[config.mk]
export PLATFORM = sky130hd
export DESIGN_NAME = task1_uart_echo
export DESIGN_NICKNAME = d
export VERILOG_FILES = /design/src/rtl/task1_uart_echo.sv
export SDC_FILE = /design/constraint.sdc
export NUM_CORES = 1
export LEC_CHECK = 0
export CAP_MARGIN = 20
export CORE_UTILIZATION = 30
export CTS_CLUSTER_DIAMETER = 200
export DETAILED_ROUTE_END_ITERATION = 6
export SKIP_LAST_GASP = 1
export SLEW_MARGIN = 25
export SYNTH_ARGS = -nofsm -noshare
export SYNTH_HDL_FRONTEND = slang
export SYNTH_SLANG_ARGS = --single-unit
[constraint.sdc]
create_clock -name clk -period 2.1 [get_ports clk]
set_input_delay 0.63 -clock clk [delete_from_list [all_inputs] [get_ports clk]]
set_output_delay 0.63 -clock clk [all_outputs]
set_load 0.02 [all_outputs]
[src/rtl/task1_uart_echo.sv]
// UART loopback: an 8N1 receiver feeds a one-byte holding register,
// which is drained by an 8N1 transmitter running at the same bit rate.
module task1_uart_echo #(
    parameter int CLK_FREQ     = 50_000_000,
    parameter int BAUD         = 115200,
    parameter int CLKS_PER_BIT = CLK_FREQ / BAUD
) (
    input  logic clk,
    input  logic reset,
    input  logic rx,
    output logic tx
);

    localparam int CW   = $clog2(CLKS_PER_BIT + 1);
    localparam int HALF = CLKS_PER_BIT / 2;

    // Last count of a full bit period and of the half period used to reach mid-start.
    localparam logic [CW-1:0] BIT_LAST  = CW'(CLKS_PER_BIT - 1);
    localparam logic [CW-1:0] HALF_LAST = CW'(HALF - 1);

    typedef enum logic [2:0] {
        RX_IDLE,
        RX_START,
        RX_DATA,
        RX_STOP,
        RX_WAIT_HIGH
    } rx_state_t;

    typedef enum logic [1:0] {
        TX_IDLE,
        TX_START,
        TX_DATA,
        TX_STOP
    } tx_state_t;

    logic            rx_meta;
    logic            rx_sync;
    logic            rx_prev;

    rx_state_t       rx_state;
    rx_state_t       rx_state_n;
    logic [CW-1:0]   rx_cnt;
    logic [CW-1:0]   rx_cnt_n;
    logic [2:0]      rx_bit;
    logic [2:0]      rx_bit_n;
    logic [7:0]      rx_shift;
    logic [7:0]      rx_shift_n;
    logic            rx_valid;

    logic [7:0]      hold;
    logic            full;

    tx_state_t       tx_state;
    tx_state_t       tx_state_n;
    logic [CW-1:0]   tx_cnt;
    logic [CW-1:0]   tx_cnt_n;
    logic [2:0]      tx_bit;
    logic [2:0]      tx_bit_n;
    logic [7:0]      tx_shift;
    logic [7:0]      tx_shift_n;
    logic            tx_load;

    // Two-flop synchronizer plus one delayed copy for falling-edge detection; idles high.
    always_ff @(posedge clk or negedge reset) begin
        if (!reset) begin
            rx_meta <= 1'b1;
            rx_sync <= 1'b1;
            rx_prev <= 1'b1;
        end else begin
            rx_meta <= rx;
            rx_sync <= rx_meta;
            rx_prev <= rx_sync;
        end
    end

    // Receiver state, bit timer, bit index and shift register.
    always_ff @(posedge clk or negedge reset) begin
        if (!reset) begin
            rx_state <= RX_IDLE;
            rx_cnt   <= '0;
            rx_bit   <= '0;
            rx_shift <= '0;
        end else begin
            rx_state <= rx_state_n;
            rx_cnt   <= rx_cnt_n;
            rx_bit   <= rx_bit_n;
            rx_shift <= rx_shift_n;
        end
    end

    // Receiver next state: the edge is seen one clock after rx_sync falls, so the
    // start timer begins at 1 to keep every sample at mid-bit relative to that fall.
    always_comb begin
        rx_state_n = rx_state;
        rx_cnt_n   = rx_cnt;
        rx_bit_n   = rx_bit;
        rx_shift_n = rx_shift;
        rx_valid   = 1'b0;
        case (rx_state)
            RX_IDLE: begin
                rx_cnt_n = '0;
                rx_bit_n = '0;
                if (rx_prev && !rx_sync) begin
                    rx_state_n = RX_START;
                    rx_cnt_n   = CW'(1);
                end
            end
            RX_START: begin
                if (rx_cnt == HALF_LAST) begin
                    rx_cnt_n   = '0;
                    rx_bit_n   = '0;
                    rx_state_n = rx_sync ? RX_IDLE : RX_DATA;
                end else begin
                    rx_cnt_n = rx_cnt + 1'b1;
                end
            end
            RX_DATA: begin
                if (rx_cnt == BIT_LAST) begin
                    rx_cnt_n   = '0;
                    rx_shift_n = {rx_sync, rx_shift[7:1]};
                    if (rx_bit == 3'd7) begin
                        rx_state_n = RX_STOP;
                    end else begin
                        rx_bit_n = rx_bit + 1'b1;
                    end
                end else begin
                    rx_cnt_n = rx_cnt + 1'b1;
                end
            end
            RX_STOP: begin
                if (rx_cnt == BIT_LAST) begin
                    rx_cnt_n = '0;
                    if (rx_sync) begin
                        rx_valid   = 1'b1;
                        rx_state_n = RX_IDLE;
                    end else begin
                        rx_state_n = RX_WAIT_HIGH;
                    end
                end else begin
                    rx_cnt_n = rx_cnt + 1'b1;
                end
            end
            RX_WAIT_HIGH: begin
                if (rx_sync) begin
                    rx_state_n = RX_IDLE;
                end
            end
            default: begin
                rx_state_n = RX_IDLE;
            end
        endcase
    end

    // Holding register: a new byte is accepted only when empty, otherwise it is dropped.
    always_ff @(posedge clk or negedge reset) begin
        if (!reset) begin
            hold <= '0;
            full <= 1'b0;
        end else if (rx_valid && !full) begin
            hold <= rx_shift;
            full <= 1'b1;
        end else if (tx_load) begin
            full <= 1'b0;
        end
    end

    // Transmitter state plus the registered line, which follows the state one clock later.
    always_ff @(posedge clk or negedge reset) begin
        if (!reset) begin
            tx_state <= TX_IDLE;
            tx_cnt   <= '0;
            tx_bit   <= '0;
            tx_shift <= '0;
            tx       <= 1'b1;
        end else begin
            tx_state <= tx_state_n;
            tx_cnt   <= tx_cnt_n;
            tx_bit   <= tx_bit_n;
            tx_shift <= tx_shift_n;
            case (tx_state)
                TX_START: tx <= 1'b0;
                TX_DATA:  tx <= tx_shift[0];
                default:  tx <= 1'b1;
            endcase
        end
    end

    // Transmitter next state: a waiting byte is taken straight from the end of the stop bit.
    always_comb begin
        tx_state_n = tx_state;
        tx_cnt_n   = tx_cnt;
        tx_bit_n   = tx_bit;
        tx_shift_n = tx_shift;
        tx_load    = 1'b0;
        case (tx_state)
            TX_IDLE: begin
                tx_cnt_n = '0;
                tx_bit_n = '0;
                if (full) begin
                    tx_load    = 1'b1;
                    tx_shift_n = hold;
                    tx_state_n = TX_START;
                end
            end
            TX_START: begin
                if (tx_cnt == BIT_LAST) begin
                    tx_cnt_n   = '0;
                    tx_bit_n   = '0;
                    tx_state_n = TX_DATA;
                end else begin
                    tx_cnt_n = tx_cnt + 1'b1;
                end
            end
            TX_DATA: begin
                if (tx_cnt == BIT_LAST) begin
                    tx_cnt_n   = '0;
                    tx_shift_n = {1'b0, tx_shift[7:1]};
                    if (tx_bit == 3'd7) begin
                        tx_state_n = TX_STOP;
                    end else begin
                        tx_bit_n = tx_bit + 1'b1;
                    end
                end else begin
                    tx_cnt_n = tx_cnt + 1'b1;
                end
            end
            TX_STOP: begin
                if (tx_cnt == BIT_LAST) begin
                    tx_cnt_n = '0;
                    tx_bit_n = '0;
                    if (full) begin
                        tx_load    = 1'b1;
                        tx_shift_n = hold;
                        tx_state_n = TX_START;
                    end else begin
                        tx_state_n = TX_IDLE;
                    end
                end else begin
                    tx_cnt_n = tx_cnt + 1'b1;
                end
            end
            default: begin
                tx_state_n = TX_IDLE;
            end
        endcase
    end

endmodule

==> results.py <==
metrics = {
    "finish": {
        "diodes": 0,
        "finalNetCount": 283,
        "num-fill-cells": 951,
        "layout-drive-gt1-share": 0.259,
        "fin_util": 0.357,
        "syn2layout_area_growth_pct": 13.4,
    },
    "clock_tree": {
        "cts_max_path_buffers": 2,
        "htree_levels": 3,
        "clock_latency_ps": 330,
        "cts_tree": "done",
        "clock_sinks": 58,
        "numCtsBuffers": 9,
        "clockRootBuffer": "clkbuf_8",
        "clk_pin_slew_ps": 70,
    },
    "synth": {
        "yosys.area.top_type": "dfrtp_1",
        "avgSynthCellArea_um2": 11.8,
        "yosys-top-cells-area": "dfrtp_1 (46%), mux2_2 (9.9%), ha_1 (6.4%), mux2_4 (4.6%), dfstp_2 (3.6%)",
        "synth_edf_count": 0,
        "synth_common_cells": "dfrtp_1 (54), mux2_2 (26), nor2_1 (20)",
        "ys.flop_type": "dfrtp_1",
        "synthArstFlopShare": 1.00,
        "ys_warn_count": 0,
        "synth_most_common_cell": "dfrtp_1",
        "synth_fp_nets": 269,
        "yosysTopAreaCellShare": 0.458,
        "synth.distinct_cells": 50,
        "synthCells": 251,
        "ys_seq_area_frac": 0.493,
        "syn-cell-area_um2": 2950,
        "synth-seq-cells": 58,
    },
    "pwr": {
        "power.leakage_nw": 1.53,
        "cellPowerDensity_nw_per_um2": 724,
        "peakVddDrop_mv": 0.478,
    },
    "timing": {
        "post-route-period-util": 0.897,
        "final_hold_viol_count": 0,
        "tightestPinTransition_ps": 530,
        "fin_crit_ps": 1880,
        "fmax_ghz": 0.531,
        "slew_headroom": 0.647,
        "finalSetupViolCount": 0,
        "slew_violations": 0,
        "grt_setup_unrepaired": "false",
        "fin_skew_ps": 9.54,
        "fin_setup_tns_ps": 0,
    },
    "setup_path": {
        "r2r_end": "rx_shift[1]$_DFFE_PN0P_",
        "crit_path_end_kind": "register",
        "crit_fanout": 9,
        "r2r_cells": 5,
        "worstReg2RegStart": "rx_cnt[1]$_DFFE_PN0P_",
        "arrival_ps": 2100,
        "required_ps": 2320,
        "startpoint_type": "register",
        "path_class": "reg2reg",
        "r2r_slack_ps": 220,
    },
    "global_routing": {
        "grt_max_degree": 59,
        "grt_pass1_vias": 1759,
        "antenna_found_initial": 0,
        "grt_pass1_wl_mm": 8.45,
        "grt_usage": 0.106,
        "gr-total-overflow": 0,
    },
    "routing": {
        "vias": 1835,
        "detail-route-antenna-nets": 0,
        "wl_mm": 4.77,
        "firstDrtPassIters": 4,
        "wire_per_inst_um": 12.0,
        "routed_via_density": 4.60,
        "remaining_drc_errors": 0,
        "drt_iter0_markers": 97,
    },
    "flow_run": {
        "max_cap_violations": 0,
    },
    "worst_hold_path": {
        "hold_path.class": "in2async",
    },
    "floorplan": {
        "core_area_um2": 9370,
        "ios": 4,
        "die_h_um": 101,
        "start_util": 0.315,
        "placementRows": 35,
        "die_area_um2": 10200,
        "die_w_um": 101,
    },
    "placement": {
        "dpl.hpwl_mm": 3.24,
        "place.gp.congestion": 0.738,
        "place.port_buffers": 3,
    },
    "status": {
        "outcome": "complete, no violations",
    },
}
-- worst max-delay path, cell delays in order (launching register included) --
cell and delay, ps:
dfrtp_1 410, inv_1 110, ha_1 150, and4bb_2 270, and4b_1 450, mux2_2 380
-- registers in the layout, indices dropped and copies added (netlist names) --
signal    cells
rx_meta       1
tx_shift      8
rx_state      3
tx_bit        3
rx_bit        3
tx_cnt        9
full          1
rx_prev       1
tx            1
rx_sync       1
hold          8
rx_cnt        9
rx_shift      8
tx_state      2
-- layout by cell type (no fill, tap or decap), types with 3 or more instances in the layout --
cell type / n
clkinvlp_4: 3
mux2_2: 26
a31oi_1: 3
and3_1: 3
nand2_1: 11
nor2_1: 20
nand2b_1: 6
ha_1: 15
buf_4: 6
nand3_1: 11
inv_1: 10
and4_1: 3
mux2_4: 9
o21ai_0: 9
dfstp_2: 4
clkbuf_8: 10
a22o_1: 4
nor3_1: 3
dfrtp_1: 54
xnor2_1: 6
a21oi_1: 10
-- through the flow --
stage	power, mW	hold WS, ps	area, um2	worst slack (ps)	std cells
floorplan	1.44	334	2950	247	251
global route	2.56	292	3350	46.8	399
finish	2.43	282	3350	217	399
CTS	2.47	290	3350	3.78	399
global placement	1.53	348	3170	253	383
detailed placement	1.53	348	3170	209	383
-- routing by layer --
layer  routed length (um)  global-route usage  vias up
met2                 2160               0.160       13
met3                  148              0.0442        5
met5                    0                   0        -
met4                   53              0.0301        0
met1                 2410               0.140      887
li1                     -                   -      930
-- power breakdown --
part | switching, mW | total (mW) | internal [mW] | leakage [nW]
sequential | 0.0788 | 1.25 | 1.18 | 0.785
clock | 0.458 | 0.916 | 0.459 | 0.0847
combinational | 0.126 | 0.255 | 0.129 | 0.664
-- area by class of cell --
| class | instances | area [um2] | area share |
|---|---|---|---|
| clock inverter | 6 | 41.3 | 0.0123 |
| tap | 129 | 161 | 0.0482 |
| clock buffer | 10 | 138 | 0.0411 |
| inverter | 10 | 37.5 | 0.0112 |
| timing repair buffer | 10 | 92.6 | 0.0277 |
| sequential | 58 | 1460 | 0.435 |
| multi-input combinational | 176 | 1420 | 0.425 |
-- how the worst max path moves through the flow --
stage	from	end	slack, ps	depth (start not counted)
final	rx_cnt[1]$_DFFE_PN0P_	rx_shift[1]$_DFFE_PN0P_	220	5
after global routing	tx_state[0]$_DFFE_PN0P_	tx_state[1]$_DFFE_PN0P_	50	6
after CTS	tx$_DFF_PN1_	tx	4	1
after detailed placement	rx_cnt[1]$_DFFE_PN0P_	rx_shift[1]$_DFFE_PN0P_	210	5
after global placement	rx_cnt[1]$_DFFE_PN0P_	rx_shift[2]$_DFFE_PN0P_	250	5
after floorplan	tx_state[0]$_DFFE_PN0P_	tx_shift[3]$_DFFE_PN0P_	250	6
-- what timing repair did --
item,in CTS,in global routing
endpoints found under the setup margin,0,1
hold buffers,0,0
buffers inserted,0,0
resized for setup,0,1
-- logic make-up (layout without fill, tap and decap cells) --
kind of cell	Yosys count	after routing	share of synthesized area
buffers and inverters	17	36	0.0254
and+or+nand+nor	78	78	0.155
DFF	58	58	0.493
muxes	36	36	0.148
AOI/OAI and AO/OA	40	40	0.0936
adders and majority gates	15	15	0.0636
xor gates and xnor gates	7	7	0.0208
No activity file was read; power rests on OpenSTA's default activity.
